==> config.mk <==
export PLATFORM = sky130hd
export DESIGN_NAME = stopwatch_ctrl
export DESIGN_NICKNAME = d
export VERILOG_FILES = /design/src/rtl/stopwatch_ctrl.sv
export SDC_FILE = /design/constraint.sdc
export NUM_CORES = 1
export LEC_CHECK = 0
export BUFFER_PORTS_ARGS = -buffer_cell sky130_fd_sc_hd__buf_2
export CORE_ASPECT_RATIO = 1.5
export CORE_MARGIN = 3
export CORE_UTILIZATION = 29
export DETAILED_ROUTE_END_ITERATION = 16
export PLACE_DENSITY = 0.44
export SYNTH_ARGS = -nofsm -noshare
export SYNTH_HDL_FRONTEND = slang
export SYNTH_SLANG_ARGS = --single-unit
==> constraint.sdc <==
create_clock -name clk -period 2.4 [get_ports clk]
set_input_delay 0.48 -clock clk [delete_from_list [all_inputs] [get_ports clk]]
set_output_delay 0.48 -clock clk [all_outputs]
set_load 0.02 [all_outputs]
==> src/rtl/stopwatch_ctrl.sv <==
// Single-button stopwatch controller: synchronises and debounces the button,
// steps IDLE -> RUN -> STOP -> IDLE on each press, and generates the 10 ms count strobe.
module stopwatch_ctrl #(
    parameter logic sim = 1'b0
) (
    input  logic clk,
    input  logic reset_n,
    input  logic ButtonIn,
    output logic press,
    output logic count_en,
    output logic count_clr,
    output logic tick_10ms,
    output logic led0,
    output logic led1,
    output logic led2
);

    localparam int unsigned DB_CYCLES   = sim ? 32'd16 : 32'd1_000_000;
    localparam int unsigned TICK_CYCLES = sim ? 32'd10 : 32'd500_000;
    localparam int unsigned DB_W        = 20;
    localparam int unsigned PS_W        = 19;

    typedef enum logic [1:0] {
        IDLE = 2'd0,
        RUN  = 2'd1,
        STOP = 2'd2
    } state_t;

    logic            s1;
    logic            s2;
    logic            db;
    logic            db_q;
    logic            fall_q;
    logic [DB_W-1:0] db_cnt;
    logic [PS_W-1:0] presc;
    state_t          state;
    state_t          state_nxt;

    // Two-flop synchroniser, debounce counter and press pulse generation
    always_ff @(posedge clk or negedge reset_n) begin
        if (!reset_n) begin
            s1     <= 1'b1;
            s2     <= 1'b1;
            db     <= 1'b1;
            db_q   <= 1'b1;
            fall_q <= 1'b0;
            db_cnt <= '0;
            press  <= 1'b0;
        end else begin
            s1     <= ButtonIn;
            s2     <= s1;
            db_q   <= db;
            fall_q <= db_q & ~db;
            press  <= fall_q;
            if (s2 == db) begin
                db_cnt <= '0;
            end else if (db_cnt == DB_W'(DB_CYCLES - 1)) begin
                db     <= ~db;
                db_cnt <= '0;
            end else begin
                db_cnt <= db_cnt + DB_W'(1);
            end
        end
    end

    // Next state: advance only on a press
    always_comb begin
        state_nxt = state;
        if (press) begin
            case (state)
                IDLE:    state_nxt = RUN;
                RUN:     state_nxt = STOP;
                STOP:    state_nxt = IDLE;
                default: state_nxt = IDLE;
            endcase
        end
    end

    // State, prescaler and registered decode of the outputs
    always_ff @(posedge clk or negedge reset_n) begin
        if (!reset_n) begin
            state     <= IDLE;
            presc     <= '0;
            tick_10ms <= 1'b0;
            count_en  <= 1'b0;
            count_clr <= 1'b1;
            led0      <= 1'b1;
            led1      <= 1'b0;
            led2      <= 1'b0;
        end else begin
            state     <= state_nxt;
            count_en  <= (state_nxt == RUN);
            count_clr <= (state_nxt == IDLE);
            led0      <= (state_nxt == IDLE);
            led1      <= (state_nxt == RUN);
            led2      <= (state_nxt == STOP);
            tick_10ms <= 1'b0;
            case (state)
                RUN: begin
                    if (presc == PS_W'(TICK_CYCLES - 1)) begin
                        presc     <= '0;
                        tick_10ms <= 1'b1;
                    end else begin
                        presc <= presc + PS_W'(1);
                    end
                end
                STOP:    presc <= presc;
                default: presc <= '0;
            endcase
        end
    end

endmodule
Word level (Yosys, flattened, before mapping)

Index checks and enable logic that the tools add are counted.
W data, S select, Z words.

Bits of input ports: 3
Output and inout port bits: 7
Bits in registers: 51
Word-level logic and storage cells: 36

Reductions and logical operators: 3
Bitwise operators: 3
Equality and inequality tests: 7
Muxes and demuxes: 8
$add $sub $neg: 2

Operator list:

| cell                    | number |
|---|---|
| $mux W20                | 2 |
| $pmux W19 S2            | 1 |
| $add A20 B1 Y20 const B | 1 |
| $eq A20 B20 Y1 const B  | 1 |
| $add A19 B1 Y19 const B | 1 |
| $eq A19 B19 Y1 const B  | 1 |
| $mux W19                | 1 |
| $eq A2 B1 Y1 const B    | 2 |
| $eq A2 B2 Y1 const B    | 2 |
| $logic_not A2 Y1        | 2 |
| $pmux W2 S2             | 1 |
| $mux W1                 | 2 |
| $mux W2                 | 1 |
| $not A1 Y1              | 2 |
| $reduce_and A2 Y1       | 1 |
| $and A1 B1 Y1           | 1 |
| $eq A1 B1 Y1            | 1 |

Longest topological paths before layout

Depth after elaboration: 4
Gate-level depth with buffers: 7
Mapped depth without buffers: 6

Worst setup path before layout

OpenSTA, ideal clock, no wires.

Path kind: register to register
From: register presc[14]
To: register presc[9]
Path buffers: 1
Setup time: 0.122 ns
Clock period less this slack: 1.905 ns
Cell stages (with the launch flop): 7
Slack: 0.495 ns
Data required time: 2.278 ns
Data arrival time: 1.784 ns
Cell sequence: dfrtp_1 > or4_4 > nor4_4 > a21o_1 > buf_6 > o21ai_2 > a32o_1

Word-level cells in the longest chain between the ends: 3

Ends and longest elaborated chain:

| what                   | RTL line | source |
|---|---|---|
| from (decl)            | 35       | `logic [PS_W-1:0] presc;` |
| from (signal assigned) | 104      | `presc <= presc + PS_W'(1);` |
| from (signal assigned) | 107      | `STOP: presc <= presc;` |
| $eq A19 B19 Y1         | 100      | `if (presc == PS_W'(TICK_CYCLES - 1)) begin` |
| $mux W19               | 100      |  |
| $pmux W19 S2           | 98       | `case (state)` |

No other way between the ends.
A chain may end at the register's enable or synchronous reset.

Worst setup path after layout

From: register presc[14]
To: register presc[6]

Same word-level chain as after synthesis.

==> results.toml <==
[outcome]
status = "finished, final reports clean"

[detailed_routing]
drcViolationCount = 0
dr.pass1.iters = 4
vias = 1815
drt_wl_total_um = 5150
vias_per_cell = 4.85
wire_per_inst_um = 13.8
postRouteAntennaNets = 0
first_iter_violations = 77

[power]
peakVddDrop_mv = 0.256
p_leak_nw = 1.17
power_w = 0.00165
powerDensity_nw_per_um2 = 585

[floorplanning]
dieArea_um2 = 9840
ioPinCount = 10
fp-row-count = 41
coreArea_um2 = 8410
die_x_um = 82.0
dieHeight_um = 120
start_util_pct = 29.9

[cells_and_area]
layout_commonest_cell = "dfrtp_1"
layout_common_cells = "46 x dfrtp_1, 31 x nor2_1, 22 x nand2_1"
fillCellCount = 876
top_register = "db_cnt"
largest_reg_flops = 20
final_net_count = 271
n_antenna_cell = 0
drive_gt1_share_pct = 17.2
top_regs = "db_cnt: 20 flops, presc: 19 flops, state: 2 flops"
regArea_um2 = 1280
syn_to_final_growth_pct = 12.1
multiInputGateArea_um2 = 1130

[placement]
io_buffers = 9
dp_hpwl_um = 3560
place_ws_ns = 0.315
finalWeightedCongestion = 0.741

[timing]
rsz0062_at_grt = "false"
setup_viol = 0
fin_tns_setup_ns = 0
tightest_slew_ns = 0.657
slew_violations = 0
post-route-min-period_ns = 2.11
timing.final.ws_setup_ns = 0.293
worst_clock_skew_ns = 0.00526
relSlewSlack_pct = 56.2
fin_crit_sh_pct = 87.8
hold_viol = 0
clock.fmax_mhz = 475

[cts]
cts_buffers = 5
cts_tree = "done"
post_cts_buffers = 0
cts_hold_buf = 0
clk_latency_ns = 0.29
max-clock-path-buffers = 2
h-tree-depth = 2
cts_resized = 0
clkTransAtPathRegs_ns = 0.07
clock_sinks = 51
cts_root_buf = "clkbuf_16"

[worst_setup_path]
critPathSlowestCell = "or4_4"
cpPeakStageDelay_ns = 0.56
cp.arrival_ns = 2.29
criticalPathCategory = "flip-flop to flip-flop"
required_ns = 2.58
crit_path_end_kind = "flip-flop"
path_cells = "or4_4, nor4_4, a21o_1, o21ai_1, a22o_1"
start_kind = "flip-flop"
cp_max_fo = 11

[worst_hold_path]
holdCritPathClass = "input port to flip-flop"

[global_route]
grt_pass1_wl_um = 8800
antenna_found_initial = 0
grt_overflow = 0
grt_usage_pct = 11.6
grt_max_degree = 52
grt_pass1_vias = 1809

[yosys]
synth.ff_latch_count = 51
synth_cell_types = 45
async_reset_ff_share_pct = 100
ys_seq_area_share_pct = 51.0
synthCells = 254
synth_edf_count = 0
synth_warnings = 0
synth_fp_nets = 259
netlist_area_um2 = 2510
avgSynthCellArea_um2 = 9.90
synth_flop_cell = "dfrtp_1"

[job]
maxCapViolCount = 0
-- cell families after synthesis --
| group | count (synthesis) | synth area share (%) |
|---|---|---|
| DFF | 51 | 51.0 |
| buffers and inverters | 17 | 4.03 |
| adders and majority gates | 2 | 0.995 |
| xor gates and xnor gates | 20 | 6.97 |
| muxes | 5 | 2.09 |
| and+or+nand+nor | 125 | 26.7 |
| AOI/OAI and AO/OA | 34 | 8.16 |
-- power by group --
part           internal (W)  switching (W)  total (W)
Combinational    0.00000738      0.0000262  0.0000336
Clock              0.000417       0.000326   0.000743
Sequential         0.000866     0.00000554   0.000872
Total               0.00129       0.000357    0.00165
-- layer usage --
layer	GRT usage (%)	wire [µm]
met5	0	0
met4	3.74	68
met3	2.25	120
met2	20.0	2720
met1	14.3	2240
-- path summary, 6_finish.rpt --
| kind | from | to | slack (ns) | cells past startpoint |
|---|---|---|---|---|
| max | presc[14] | presc[6] | 0.29 | 5 |
| max in group asynchronous | reset_n | presc[2] | 1.66 | 2 |
| min | ButtonIn | s1 | 0.29 | 1 |
| max reg2reg | presc[14] | presc[6] | 0.29 | 5 |
| min in group asynchronous | reset_n | presc[15] | 0.31 | 2 |
| min reg2reg | fall_q | press | 0.36 | 0 |
-- cells in the mapped netlist, types with 3 or more instances --
library cell / instances / area [µm²]
a21oi_1: 11 / 55.1
and3_1: 5 / 31.3
buf_4: 4 / 30.0
buf_6: 3 / 33.8
clkbuf_1: 3 / 11.3
dfrtp_1: 46 / 1150
dfstp_2: 5 / 131
inv_1: 7 / 26.3
mux2i_1: 3 / 30.0
nand2_1: 22 / 82.6
nand3_1: 18 / 90.1
nand4_1: 9 / 56.3
nor2_1: 31 / 116
nor2b_1: 4 / 25.0
nor3_1: 8 / 40.0
nor4_1: 4 / 25.0
o21ai_0: 11 / 55.1
or2_2: 3 / 18.8
or3_2: 5 / 37.5
xnor2_1: 7 / 61.3
xor2_1: 13 / 114
-- per-stage QoR --
stage / instances / instance area, µm² / utilization [%] / hold WS [ns]
global placement: 366 / 2660 / 31.6 / 0.333
CTS: 374 / 2820 / 33.5 / 0.283
finish: 374 / 2820 / 33.5 / 0.289
detailed placement: 366 / 2660 / 31.6 / 0.341
floorplan: 254 / 2510 / - / 0.184
global route: 374 / 2820 / 33.5 / 0.281
-- layout make-up --
| class | instances | area share, % |
|---|---|---|
| inverter | 7 | 0.933 |
| clock inverter | 2 | 0.577 |
| multi-input combinational | 186 | 40.1 |
| clock buffer | 6 | 4.93 |
| timing repair buffer | 15 | 3.20 |
| sequential | 51 | 45.5 |
| tap | 107 | 4.75 |
-- worst max-delay path: cells and delay by family, from the launching register on --
family	cells	cell delay, ns
compound gates	3	0.69
simple gates	2	0.87
flops	1	0.44
Note: power is estimated with default switching activity, not from simulation.
